[src/rtl/mips_memory_stage_access_if.sv]
// mips_memory_stage_access_if: data-bus req/ack port between the memory stage and memory
interface mips_memory_stage_access_if #(parameter int ADDR_WIDTH = 32);
    logic req;
    logic we;
    logic [ADDR_WIDTH-1:0] addr;
    logic [3:0] strobe;
    logic [31:0] wdata;
    logic ack;
    logic [31:0] rdata;
    modport master(output req, we, addr, strobe, wdata, input ack, rdata);
    modport slave(input req, we, addr, strobe, wdata, output ack, rdata);
endinterface

[src/rtl/mips_memory_stage_access.sv]
// mips_memory_stage_access: one bus transaction per memory op, with load extension, stall and fault reporting
module mips_memory_stage_access #(
    parameter int ADDR_WIDTH = 32,
    parameter int TIMEOUT_CYCLES = 255
) (
    input  logic clock,
    input  logic reset,
    input  logic in_valid,
    output logic in_ready,
    input  logic in_write_enable,
    input  logic [1:0] in_byte_enable,
    input  logic in_load_unsigned,
    input  logic [ADDR_WIDTH-1:0] in_addr,
    input  logic [31:0] in_store_data,
    mips_memory_stage_access_if.master bus,
    output logic out_valid,
    output logic [31:0] out_data,
    output logic out_fault
);
    localparam logic [0:0] IDLE = 1'b0;
    localparam logic [0:0] BUSY = 1'b1;
    localparam int CW = $clog2(TIMEOUT_CYCLES + 1);

    logic [0:0] state;
    logic [CW-1:0] cnt;
    logic [1:0] be_q;
    logic [1:0] lo_q;
    logic uns_q;
    logic misaligned;
    logic [3:0] strobe_next;
    logic [31:0] wdata_next;
    logic [31:0] rdata_sh;
    logic [31:0] load_data;

    always_comb begin
        in_ready = state == IDLE && !reset;
        misaligned = (in_byte_enable == 2'd2 && in_addr[0]) || (in_byte_enable == 2'd3 && in_addr[1:0] != 2'b00);
        strobe_next = in_byte_enable == 2'd1 ? 4'b0001 << in_addr[1:0] :
                      in_byte_enable == 2'd2 ? (in_addr[1] ? 4'b1100 : 4'b0011) : 4'b1111;
        wdata_next = in_byte_enable == 2'd1 ? {4{in_store_data[7:0]}} :
                     in_byte_enable == 2'd2 ? {2{in_store_data[15:0]}} : in_store_data;
        // Lane select uses the latched byte offset, since bus.addr is word-aligned
        rdata_sh = bus.rdata >> {lo_q, 3'b000};
        load_data = be_q == 2'd1 ? {{24{!uns_q && rdata_sh[7]}}, rdata_sh[7:0]} :
                    be_q == 2'd2 ? {{16{!uns_q && rdata_sh[15]}}, rdata_sh[15:0]} : bus.rdata;
    end

    always_ff @(posedge clock) begin
        if (reset) begin
            state <= IDLE;
            cnt <= '0;
            be_q <= '0;
            lo_q <= '0;
            uns_q <= 1'b0;
            bus.req <= 1'b0;
            bus.we <= 1'b0;
            bus.addr <= '0;
            bus.strobe <= '0;
            bus.wdata <= '0;
            out_valid <= 1'b0;
            out_data <= '0;
            out_fault <= 1'b0;
        end else begin
            out_valid <= 1'b0;
            if (state == IDLE) begin
                if (in_valid) begin
                    if (in_byte_enable == 2'd0) begin
                        out_valid <= 1'b1;
                        out_data <= 32'(in_addr);
                        out_fault <= 1'b0;
                    end else if (misaligned) begin
                        out_valid <= 1'b1;
                        out_data <= '0;
                        out_fault <= 1'b1;
                    end else begin
                        state <= BUSY;
                        cnt <= '0;
                        be_q <= in_byte_enable;
                        lo_q <= in_addr[1:0];
                        uns_q <= in_load_unsigned;
                        bus.req <= 1'b1;
                        bus.we <= in_write_enable;
                        bus.addr <= {in_addr[ADDR_WIDTH-1:2], 2'b00};
                        bus.strobe <= strobe_next;
                        bus.wdata <= wdata_next;
                    end
                end
            end else if (bus.ack) begin
                state <= IDLE;
                bus.req <= 1'b0;
                out_valid <= 1'b1;
                out_data <= bus.we ? 32'd0 : load_data;
                out_fault <= 1'b0;
            end else if (cnt == CW'(TIMEOUT_CYCLES - 1)) begin
                state <= IDLE;
                bus.req <= 1'b0;
                out_valid <= 1'b1;
                out_data <= '0;
                out_fault <= 1'b1;
            end else begin
                cnt <= cnt + CW'(1);
            end
        end
    end
endmodule

[src/flat_wrapper.sv]
// flat-port wrapper written by rule: the top's interface ports become plain ports
module mips_memory_stage_access_flat 
#(
    parameter int ADDR_WIDTH = 32,
    parameter int TIMEOUT_CYCLES = 255
)
  (clock, reset, in_valid, in_ready, in_write_enable, in_byte_enable, in_load_unsigned, in_addr, in_store_data, out_valid, out_data, out_fault, bus_req, bus_we, bus_addr, bus_strobe, bus_wdata, bus_ack, bus_rdata);
  mips_memory_stage_access_if #(.ADDR_WIDTH(ADDR_WIDTH)) bus_i ();
  input  logic clock;
  input  logic reset;
  input  logic in_valid;
  output logic in_ready;
  input  logic in_write_enable;
  input  logic [1:0] in_byte_enable;
  input  logic in_load_unsigned;
  input  logic [ADDR_WIDTH-1:0] in_addr;
  input  logic [31:0] in_store_data;
  output logic out_valid;
  output logic [31:0] out_data;
  output logic out_fault;
  output wire logic [$bits(bus_i.req)-1:0] bus_req;
  output wire logic [$bits(bus_i.we)-1:0] bus_we;
  output wire logic [$bits(bus_i.addr)-1:0] bus_addr;
  output wire logic [$bits(bus_i.strobe)-1:0] bus_strobe;
  output wire logic [$bits(bus_i.wdata)-1:0] bus_wdata;
  input wire logic [$bits(bus_i.ack)-1:0] bus_ack;
  input wire logic [$bits(bus_i.rdata)-1:0] bus_rdata;
  assign bus_req = bus_i.req;
  assign bus_we = bus_i.we;
  assign bus_addr = bus_i.addr;
  assign bus_strobe = bus_i.strobe;
  assign bus_wdata = bus_i.wdata;
  assign bus_i.ack = bus_ack;
  assign bus_i.rdata = bus_rdata;
  mips_memory_stage_access #(.ADDR_WIDTH(ADDR_WIDTH), .TIMEOUT_CYCLES(TIMEOUT_CYCLES)) u_core (.clock(clock), .reset(reset), .in_valid(in_valid), .in_ready(in_ready), .in_write_enable(in_write_enable), .in_byte_enable(in_byte_enable), .in_load_unsigned(in_load_unsigned), .in_addr(in_addr), .in_store_data(in_store_data), .bus(bus_i), .out_valid(out_valid), .out_data(out_data), .out_fault(out_fault));
endmodule
[config.mk]
export PLATFORM = sky130hd
export DESIGN_NAME = mips_memory_stage_access_flat
export DESIGN_NICKNAME = d
export VERILOG_FILES = /design/src/rtl/mips_memory_stage_access_if.sv /design/src/rtl/mips_memory_stage_access.sv /design/src/flat_wrapper.sv
export SDC_FILE = /design/constraint.sdc
export NUM_CORES = 1
export LEC_CHECK = 0
export BUFFER_PORTS_ARGS = -buffer_cell sky130_fd_sc_hd__buf_2
export CAP_MARGIN = 20
export CORE_ASPECT_RATIO = 1.75
export CORE_MARGIN = 1.5
export CORE_UTILIZATION = 40
export DETAILED_ROUTE_END_ITERATION = 6
export PLACE_DENSITY_LB_ADDON = 0.1
export SYNTH_ARGS = -nofsm -noshare
export SYNTH_HDL_FRONTEND = slang
export SYNTH_SLANG_ARGS = --single-unit
[constraint.sdc]
create_clock -name clock -period 1.9 [get_ports clock]
set_clock_uncertainty 0.15 [all_clocks]
set_input_delay 0.38 -clock clock [delete_from_list [all_inputs] [get_ports clock]]
set_output_delay 0.38 -clock clock [all_outputs]
set_load 0.02 [all_outputs]
Word-level counts from Yosys, hierarchy flattened
Cells that the tools add are included.
- reductions and logical operators: 16
- shifts and indexed selects: 2
- bitwise gates (word level): 3
- add/sub/neg operators: 1
- mux-type cells: 44
- eq/ne operators: 11
- operators with widths (kind ; number):
    2-to-1 mux 32 bit ; 11
    2-to-1 mux 8 bit ; 6
    right shift 32 x 5 -> 16 bit ; 1
    2-to-1 mux 1 bit ; 24
    2-to-1 mux 4 bit ; 3
    adder 8 x 1 -> 8 bit, second input constant ; 1
    == test 8 bit, second input constant ; 1
    AND reduction 4 bit ; 2
    == test 2 bit, second input constant ; 3
    logical AND 1 bit ; 5
    AND reduction 5 bit ; 1
    == test 2 x 1 -> 1 bit, second input constant ; 2
    != test 2 x 1 -> 1 bit, second input constant ; 2
    != test 2 bit, second input constant ; 2
    nonzero test 2 bit ; 2
    left shift 1 x 2 -> 4 bit, first input constant ; 1
    != test 3 bit, second input constant ; 1
    NOT 1 bit ; 3
    AND reduction 3 bit ; 1
    nonzero test 3 bit ; 1
    logical NOT 1 bit ; 2
    logical NOT 2 bit ; 1
    logical OR 1 bit ; 1
- word-level logic and storage cells: 90
- flip-flop bits (word level): 116
- input bits: 104

Logic depth before layout (Yosys ltp)
Gate-level depths: netlist (run 1).
- depth after elaboration: 7
- depth in mapped cells: 9

Worst setup path before layout (run 1)
Ideal clock, no wire load.
- path kind: input -> register
- start: input port in_addr[1]
- end: register u_core.bus.strobe[2]
- cell stages on the path: 6
- buffers on the path: 2
- arrival time: 1640 ps
- required time: 1680 ps
- slack: 39 ps
- setup time: 70 ps
- cell sequence: buf_2 > a21o_1 > a211o_1 > buf_2 > or3_1 > a21oi_1
- cells in the longest elaborated chain, start to end: 5
- elaborated cells on any way between the ends: 9
- ends and longest elaborated chain (what ; RTL line ; source):
    from (decl) ; flat_wrapper.sv:16 ; input logic [ADDR_WIDTH-1:0] in_addr;
    nonzero test 2 bit ; mips_memory_stage_access.sv:37 ; misaligned = (in_byte_enable == 2'd2 && in_addr[0]) || (in_byte_enable == 2'd3 && in_addr[1:0] != 2'b00);
    logical AND 1 bit ; mips_memory_stage_access.sv:37 ;
    logical OR 1 bit ; mips_memory_stage_access.sv:37 ;
    NOT 1 bit (no line) ; n/a ;
    AND reduction 4 bit (no line) ; n/a ;
    to (signal assigned) ; mips_memory_stage_access.sv:84 ; bus.strobe <= strobe_next;
    to (decl) ; mips_memory_stage_access_if.sv:10 ; modport master(output req, we, addr, strobe, wdata, input ack, rdata);
Several ways; a longest one is shown, not always the timed one.
A chain may end at the register's enable or synchronous reset.

Worst setup path in the final report (run 1)
- start: register u_core.uns_q
- end: register u_core.out_data[24]
- cells in the longest elaborated chain, start to end: 7
- elaborated cells on any way between the ends: 8
- ends and longest elaborated chain (what ; RTL line ; source):
    from (decl) ; mips_memory_stage_access.sv:28 ; logic uns_q;
    from (signal assigned) ; mips_memory_stage_access.sv:80 ; uns_q <= in_load_unsigned;
    logical NOT 1 bit * ; mips_memory_stage_access.sv:44, mips_memory_stage_access.sv:45 ;
    logical AND 1 bit ; mips_memory_stage_access.sv:45 ; be_q == 2'd2 ? {{16{!uns_q && rdata_sh[15]}}, rdata_sh[15:0]} : bus.rdata;
    2-to-1 mux 32 bit ; mips_memory_stage_access.sv:45 ;
    2-to-1 mux 32 bit * ; mips_memory_stage_access.sv:44 ; load_data = be_q == 2'd1 ? {{24{!uns_q && rdata_sh[7]}}, rdata_sh[7:0]} :
    2-to-1 mux 32 bit * ; mips_memory_stage_access.sv:92 ; out_data <= bus.we ? 32'd0 : load_data;
    2-to-1 mux 32 bit * ; mips_memory_stage_access.sv:88 ; end else if (bus.ack) begin
    2-to-1 mux 32 bit * ; mips_memory_stage_access.sv:65 ; if (state == IDLE) begin
    to (signal assigned) ; mips_memory_stage_access.sv:69 ; out_data <= 32'(in_addr);
    to (signal assigned) ; mips_memory_stage_access.sv:92 ;
    to (decl) ; mips_memory_stage_access.sv:17 ; output logic [31:0] out_data,
Every way passes the cells marked *; elsewhere a longest branch is shown, timed or not.

==> metrics.log, run 1 <==
INFO  metric outcome = finished clean
INFO  metric clock.fmax = 0.5441 GHz
INFO  metric avgSynthCellArea = ~8 um2
INFO  metric clkSlewWorstSetupHoldPaths = about 60 ps
INFO  metric start_util = ~41%
INFO  metric global_route_overflow = 0
INFO  metric place.port_buffers = between 200 and 250
INFO  metric synth_mux_area_share = between 5 and 6%
INFO  metric area_fraction_in_compound_gates_after_synthesis = 24.26%
INFO  metric areaGrowthSynthToFinish = 42.97%
INFO  metric globalplace.congestion = roughly 0.9
INFO  metric grt_start_max_net_pins = 40
INFO  metric filler_free_cell_count_of_the_finished_design = roughly 1.2k
INFO  metric worst_vdd_drop = 0.5903 mV
INFO  metric hp-class = in -> reg
INFO  metric power_density = 935.7 nW/um2
INFO  metric cts.path.max_buffers = 2
INFO  metric synth_ff_type = sky130_fd_sc_hd__dfxtp_1
INFO  metric post_route_cells_drive_above_1_share = between 30% and 40%
INFO  metric grt_pass1_vias = roughly 6k
INFO  metric antenna_found_initial = 0
INFO  metric final_hold_viol_count = 0
INFO  metric synth.top_cell.area_share = roughly two fifths
INFO  metric tns = 0 ps
INFO  metric dpl_cell_area = around 7300 um2
INFO  metric timing_worst_slew_pin_value = 562.9 ps
INFO  metric post_synth_and_or_nand_nor_area_fraction = about 23%
INFO  metric floorplan.core_area = about 14000 um2
INFO  metric grt_setup_unrepaired = true
INFO  metric grt_usage = between 20% and 30%
INFO  metric cts.sinks = 116
INFO  metric final_min_period_over_clock_period = a little over nine tenths
INFO  metric post-synth-top-area-cell = sky130_fd_sc_hd__dfxtp_1
INFO  metric post_synth_instance_area = 5663 um2
INFO  metric final_net_count = 1077
INFO  metric synth_fa_ha_area_share = less than 1%
INFO  metric layout.core_utilization = just under 60%
INFO  metric via_count = approximately 6.2k
INFO  metric die_w = about 93 um
INFO  metric endpoint_kind = flop
INFO  metric count_of_flip_flops_with_a_built_in_enable_after_synthesis = 0
INFO  metric drt-total-wl = about 20 mm
INFO  metric stdcell_area = a little over 8000 um2
INFO  metric area_share_of_xor_xnor_cells_in_the_synthesized_design = under 10%
INFO  metric slew_violations = 0
INFO  metric yosys_warnings = 0
INFO  metric final_antenna_net_count = 0
INFO  metric floorplan.rows = 57
INFO  metric drv_cap = 0
INFO  metric multiInputGateArea = roughly 3100 um2
INFO  metric avgViaCountPerCell = roughly 5.4
INFO  metric synth_cell_types = 45
INFO  metric syn_inst = 727
INFO  metric worst_slew_margin_rel = 62.34%
INFO  metric drt-pass1-iter-count = 5
INFO  metric synthTopCellsByArea = sky130_fd_sc_hd__dfxtp_1 41%, sky130_fd_sc_hd__nand2_1 9.5%, sky130_fd_sc_hd__a21oi_1 8.4%
INFO  metric worstPathMaxFanout = 4
INFO  metric startpoint_type = flop
INFO  metric grt_first_pass_wirelength = 29.33 mm
INFO  metric initialDrtViolationCount = around 260
INFO  metric n_antenna_cell = 0
INFO  metric cp.arrival = ~2000 ps
INFO  metric pin_count = roughly 210
INFO  metric worstSetupPathType = reg -> reg
INFO  metric htree_num_levels = 4
INFO  metric ctsRootBufferMaster = sky130_fd_sc_hd__clkbuf_16
INFO  metric timing.final.setup_violations = 0
INFO  metric hpwl = around 15 mm
INFO  metric synth-seq-area-share = between 40% and 50%
INFO  metric total_leakage_power = 3.649 nW
INFO  metric regArea = roughly 2300 um2
INFO  metric synth_top_family_by_area = compound AO/OA/AOI/OAI gates
INFO  metric route.detailed.wl_per_inst = 16.93 um
INFO  metric most_frequent_cells_in_the_layout = 205 x sky130_fd_sc_hd__buf_2, 144 x sky130_fd_sc_hd__nand2_1, 113 x sky130_fd_sc_hd__dfxtp_1, 95 x sky130_fd_sc_hd__nor2_1, 94 x sky130_fd_sc_hd__a21oi_1
INFO  metric min_period = 1838 ps
INFO  metric cts_made_buffers = 17
INFO  metric die-area = 14910 um2
INFO  metric async_reset_ff_share = 0%
INFO  metric yosys_register_bits = between 100 and 150
INFO  metric post-route-drc-count = 0
INFO  metric clk_latency_worst_skew_pair = 410 ps
INFO  metric tritoncts = built
INFO  metric die-height = 160.4 um
INFO  metric place_inst = ~1.1k
INFO  metric layout.filler_cells = 1356
INFO  metric cp_data_required_time = 2110 ps
INFO  metric most_common_library_cell_in_the_layout_ignoring_fill_and_taps = sky130_fd_sc_hd__buf_2
worst max-delay path, cell delays in order (launching register included):
cell and delay [ps]:
sky130_fd_sc_hd__dfxtp_1 310, sky130_fd_sc_hd__or2_2 340, sky130_fd_sc_hd__o221ai_2 220, sky130_fd_sc_hd__nand4b_2 210, sky130_fd_sc_hd__buf_4 210, sky130_fd_sc_hd__nor2_1 180
sky130_fd_sc_hd__o22a_1 160
cells in the mapped netlist, types with 2 or more instances:
cell type	n
sky130_fd_sc_hd__buf_4	9
sky130_fd_sc_hd__nor2_1	95
sky130_fd_sc_hd__inv_1	4
sky130_fd_sc_hd__nand2_1	144
sky130_fd_sc_hd__buf_2	17
sky130_fd_sc_hd__ha_1	2
sky130_fd_sc_hd__nand2b_1	13
sky130_fd_sc_hd__a311oi_1	20
sky130_fd_sc_hd__o221ai_1	6
sky130_fd_sc_hd__xnor2_1	7
sky130_fd_sc_hd__a211oi_1	28
sky130_fd_sc_hd__o22a_1	16
sky130_fd_sc_hd__o21ai_1	5
sky130_fd_sc_hd__buf_1	3
sky130_fd_sc_hd__or3_1	2
sky130_fd_sc_hd__nand4_1	2
sky130_fd_sc_hd__o21ai_0	16
sky130_fd_sc_hd__a2bb2oi_1	7
sky130_fd_sc_hd__mux2i_1	25
sky130_fd_sc_hd__a22oi_1	7
sky130_fd_sc_hd__dfxtp_1	116
sky130_fd_sc_hd__a211oi_2	3
sky130_fd_sc_hd__o2bb2ai_1	3
sky130_fd_sc_hd__or2_2	4
sky130_fd_sc_hd__clkbuf_1	29
sky130_fd_sc_hd__nor2_2	2
sky130_fd_sc_hd__nand3_1	5
sky130_fd_sc_hd__a21oi_1	95
sky130_fd_sc_hd__mux2_2	4
sky130_fd_sc_hd__nor2b_1	23
stage by stage:
stage	setup slack [ps]	hold WS, ps	power, mW
final	61.95	58.27	7.576
after global routing	-43.80	66.85	7.873
after global placement	-83.64	289.4	4.150
after CTS	-32.29	48.86	7.552
after floorplan	39.32	289.5	3.564
after detailed placement	-151.9	294.6	4.182
flip-flops by register name, indices dropped and copies added, names as in the netlist, 2 cells and up:
register           count
u_core.out_data       32
u_core.bus.wdata      32
u_core.be_q            2
u_core.lo_q            2
u_core.bus.addr       30
u_core.bus.strobe      4
u_core.cnt             8
path summary, 6_finish.rpt:
path	depth (start not counted)	end	slack (ps)	from
worst max-delay path	6	u_core.out_data[24]	60	u_core.uns_q
worst min-delay path	3	u_core.bus.we	60	in_write_enable
worst max register to register	6	u_core.out_data[24]	60	u_core.uns_q
worst min register to register	2	u_core.bus.wdata[3]	300	u_core.bus.wdata[3]
power by group:
part           switching, mW  total (mW)  internal [mW]  leakage (nW)
clock                   1.27        3.37           2.10         0.298
sequential            0.0990        2.71           2.61         0.952
combinational          0.881        1.50          0.619          2.40
routing by layer:
metal  wire length, um  track usage (%)  part of all wire (%)  vias to the layer above
met3               985            5.492                   5.0                       40
li1                  -                -                     -                     3025
met2             10920            48.61                    56                      209
met5                 0                0                     0                        -
met1              7072            25.19                    36                     2973
met4               687            10.54                   3.5                        0
layout make-up:
| class | count | area share (%) |
|---|---|---|
| flip-flops and latches | 116 | 28.73 |
| well taps | 177 | 2.735 |
| clock inverters | 15 | 2.364 |
| repair buffers | 282 | 21.99 |
| clock buffers | 17 | 5.254 |
| multi-input cells | 550 | 38.74 |
| inverters | 4 | 0.1854 |
kinds of logic (layout without fill, tap and decap cells):
kind of cell    after synthesis  count (layout)
simple gates                298             298
compound gates              211             211
flops                       116             116
buf+inv                      62             318
mux                          29              29
xor+xnor                      8               8
fa+ha+maj                     2               2
other cells                   1               2
repair_timing:
item                       CTS  global route
resized for setup            3            21
cloned                       0             3
hold buffers                 0             0
setup buffers                0             4
pin swaps                    0             2
setup endpoints to repair   26            66
Power figures use the tool's default switching activity.
==> run 2, diff against run 1 <==
--- a/constraint.sdc
+++ b/constraint.sdc
@@ -3,3 +3,3 @@
 set_input_delay 0.38 -clock clock [delete_from_list [all_inputs] [get_ports clock]]
 set_output_delay 0.38 -clock clock [all_outputs]
-set_load 0.02 [all_outputs]
+set_load 0.005 [all_outputs]
==> metrics.log, run 2 (synthesis results as in run 1) <==
INFO  metric regToRegEndpoint = u_core.out_data[26]
INFO  metric die-area = 14910 um2 (unchanged)
INFO  metric layout.filler_cells = 1342 (-1.0%)
INFO  metric final_min_period_over_clock_period = 98.42% (+1.7 points)
INFO  metric crit_slowest_cell = sky130_fd_sc_hd__dfxtp_2
INFO  metric power_density = 895.3 nW/um2 (-4.3%)
INFO  metric dpl_cell_area = 7307 um2 (+0.10%)
INFO  metric worstSetupStartpoint = u_core.lo_q[0]
INFO  metric floorplan.core_area = 13840 um2 (unchanged)
INFO  metric reg.largest.list = u_core.bus.wdata x32, u_core.out_data x32, u_core.bus.addr x30
INFO  metric pin_count = 209 (unchanged)
INFO  metric most_common_library_cell_in_the_layout_ignoring_fill_and_taps = sky130_fd_sc_hd__buf_2
INFO  metric stdcell_area = 8144 um2 (+0.59%)
INFO  metric drv_cap = 0 (unchanged)
INFO  metric total_leakage_power = 3.657 nW (+0.23%)
INFO  metric initialDrtViolationCount = 252 (-2.3%)
INFO  metric endpoint_kind = flop
INFO  metric clock.fmax = 0.5348 GHz (-1.7%)
INFO  metric final_net_count = 1078 (+0.093%)
INFO  metric filler_free_cell_count_of_the_finished_design = 1162 (+0.086%)
INFO  metric critical_path.n_buffers_inverters = 2 (+1)
INFO  metric startpoint_type = flop
INFO  metric worst_slew_margin_rel = 64.08% (+1.7 points)
INFO  metric slew_violations = 0 (unchanged)
INFO  metric grt_pass1_vias = 6140 (+2.2%)
INFO  metric cp_slowest_stage_delay = 360 ps (+20 ps)
INFO  metric grt_setup_unrepaired = true
INFO  metric start_util = 40.93% (unchanged)
INFO  metric areaGrowthSynthToFinish = 43.81%
INFO  metric cts.sinks = 116 (unchanged)
INFO  metric worstPathMaxFanout = 16 (+12)
INFO  metric worst_r2r_startpoint = u_core.lo_q[0]
INFO  metric most_frequent_cells_in_the_layout = 205 x sky130_fd_sc_hd__buf_2, 144 x sky130_fd_sc_hd__nand2_1, 111 x sky130_fd_sc_hd__dfxtp_1, 95 x sky130_fd_sc_hd__a21oi_1, 93 x sky130_fd_sc_hd__nor2_1
INFO  metric route.detailed.wl_per_inst = 17.04 um (+0.64%)
INFO  metric ctsRootBufferMaster = sky130_fd_sc_hd__clkbuf_16
INFO  metric final_hold_viol_count = 0 (unchanged)
INFO  metric critical_path.top_delay_family = simple AND/OR/NAND/NOR gates
INFO  metric place.port_buffers = 206 (unchanged)
INFO  metric cts.path.max_buffers = 2 (unchanged)
INFO  metric reg2reg_setup_slack = 30 ps (-30 ps)
INFO  metric final_antenna_net_count = 0 (unchanged)
INFO  metric drt-pass1-iter-count = 5 (unchanged)
INFO  metric outcome = finished clean
INFO  metric die-height = 160.4 um (unchanged)
INFO  metric drt-total-wl = 19.80 mm (+0.73%)
INFO  metric via_count = 6234 (-0.21%)
INFO  metric hpwl = 15.10 mm (+1.1%)
INFO  metric clkSlewWorstSetupHoldPaths = 60 ps (about the same)
INFO  metric met2_wirelength = 10.95 mm (+0.32%)
INFO  metric globalplace.congestion = 0.8792 (-1.9%)
INFO  metric post-route-drc-count = 0 (unchanged)
INFO  metric n_antenna_cell = 0 (unchanged)
INFO  metric avgViaCountPerCell = 5.365 (-0.29%)
INFO  metric grt_usage = 25.68% (+0.44 points)
INFO  metric cp_data_required_time = 2100 ps (about the same)
INFO  metric timing_worst_slew_pin_value = 536.8 ps (-26.06 ps)
INFO  metric die_w = 92.95 um (unchanged)
INFO  metric critical_path_cell_count = 7 (+1)
INFO  metric place_inst = 1123 (+0.089%)
INFO  metric htree_num_levels = 4 (unchanged)
INFO  metric worstSetupPathType = reg -> reg
INFO  metric cts_made_buffers = 17 (unchanged)
INFO  metric setup.worst_path.end = u_core.out_data[26]
INFO  metric timing.final.setup_violations = 0 (unchanged)
INFO  metric worst_vdd_drop = 0.5377 mV (-8.9%)
INFO  metric worstRegToRegCells = 7 (+1)
INFO  metric grt_start_max_net_pins = 40 (unchanged)
INFO  metric clk_latency_worst_skew_pair = 410 ps (about the same)
INFO  metric global_route_overflow = 0 (unchanged)
INFO  metric grt_first_pass_wirelength = 30.15 mm (+2.8%)
INFO  metric crit_path_cell_chain = buf_6, nand2b_1, o221ai_2, nand4b_2, buf_4, nor2_1, o22a_1
INFO  metric met1Wirelength = 7.009 mm (-0.89%)
INFO  metric min_period = 1870 ps (+31.97 ps)
INFO  metric tritoncts = built
INFO  metric detailroute.wirelength.met3 = 955 um (-3.0%)
INFO  metric hp-class = in -> reg
INFO  metric maxUsedRoutingLayer = met4
INFO  metric floorplan.rows = 57 (unchanged)
INFO  metric post_route_cells_drive_above_1_share = 36.04% (+0.67 points)
INFO  metric antenna_found_initial = 0 (unchanged)
INFO  metric cp.arrival = 2070 ps (+30 ps)
## run 2: cell types whose count changed in the layout (fill, tap and decap cells not counted), moves of 2 or more
cell,before,now
sky130_fd_sc_hd__dfxtp_2,3,5
sky130_fd_sc_hd__nor2_2,2,4
sky130_fd_sc_hd__nor2_1,95,93
sky130_fd_sc_hd__a311oi_2,1,3
sky130_fd_sc_hd__dfxtp_1,113,111
sky130_fd_sc_hd__a311oi_1,19,17
## run 2: per-layer routing
| layer | track usage, % | up-vias |
|---|---|---|
| met4 | 10.61 | 0 |
| met5 | 0 | - |
| li1 | - | 3029 |
| met1 | 26.21 | 2942 |
| met3 | 5.114 | 50 |
| met2 | 49.20 | 213 |
## run 2: cell type report
class | instances | area [um2] | area share, %
clock buffer | 17 | 425.4 | 5.224
clock inverter | 15 | 170.2 | 2.089
inverter | 4 | 15.01 | 0.1844
multi-input combinational | 550 | 3166 | 38.87
sequential | 116 | 2328 | 28.59
tap | 177 | 221.5 | 2.719
timing repair buffer | 283 | 1818 | 22.32
## run 2: how the worst min path moves through the flow
| stage | depth (start not counted) | to | start | slack (ps) |
|---|---|---|---|---|
| 3_5_place_dp | 2 | u_core.bus.wdata[0] | u_core.bus.wdata[0] | 290 |
| 6_report | 3 | u_core.bus.we | in_write_enable | 60 |
| 4_1_cts | 3 | u_core.uns_q | in_load_unsigned | 50 |
| 2_1_floorplan | 2 | u_core.uns_q | u_core.uns_q | 290 |
| 3_3_place_gp | 2 | u_core.bus.addr[21] | u_core.bus.addr[21] | 290 |
| 5_1_grt | 3 | u_core.uns_q | in_load_unsigned | 50 |
## run 2: report_power, final
group          total (mW)  internal, mW  switching (mW)
sequential           2.70          2.61          0.0980
clock                3.25          1.97            1.28
combinational        1.34         0.632           0.704
## run 2: what timing repair did
item / 4_1_cts / 5_1_grt
gates cloned: 0 / 4
buffers inserted: 0 / 3
endpoints found under the setup margin: 27 / 50
hold endpoints to repair: 0 / 0
gates resized for setup: 6 / 26
pin swaps: 0 / 11
hold buffers: 0 / 0
## run 2: through the flow
step           util [%]  hold WS (ps)  worst slack, ps  power [mW]  TNS [ps]
4_1_cts           57.21         50.84            17.85       7.257         0
5_1_grt           58.86         52.20           -51.91       7.596    -252.5
2_1_floorplan         -         289.5            39.32       3.377         0
3_5_place_dp      52.81         294.8           -175.4       3.997     -3884
3_3_place_gp      52.81         289.4           -82.37       3.961     -1134
6_report          58.86         59.84            29.99       7.292         0
## run 2: worst reg2reg max path, cell delays in order (launching register included)
cell and delay [ps]:
sky130_fd_sc_hd__dfxtp_2 360, sky130_fd_sc_hd__buf_6 170, sky130_fd_sc_hd__nand2b_1 180, sky130_fd_sc_hd__o221ai_2 190, sky130_fd_sc_hd__nand4b_2 220, sky130_fd_sc_hd__buf_4 210
sky130_fd_sc_hd__nor2_1 180, sky130_fd_sc_hd__o22a_1 170
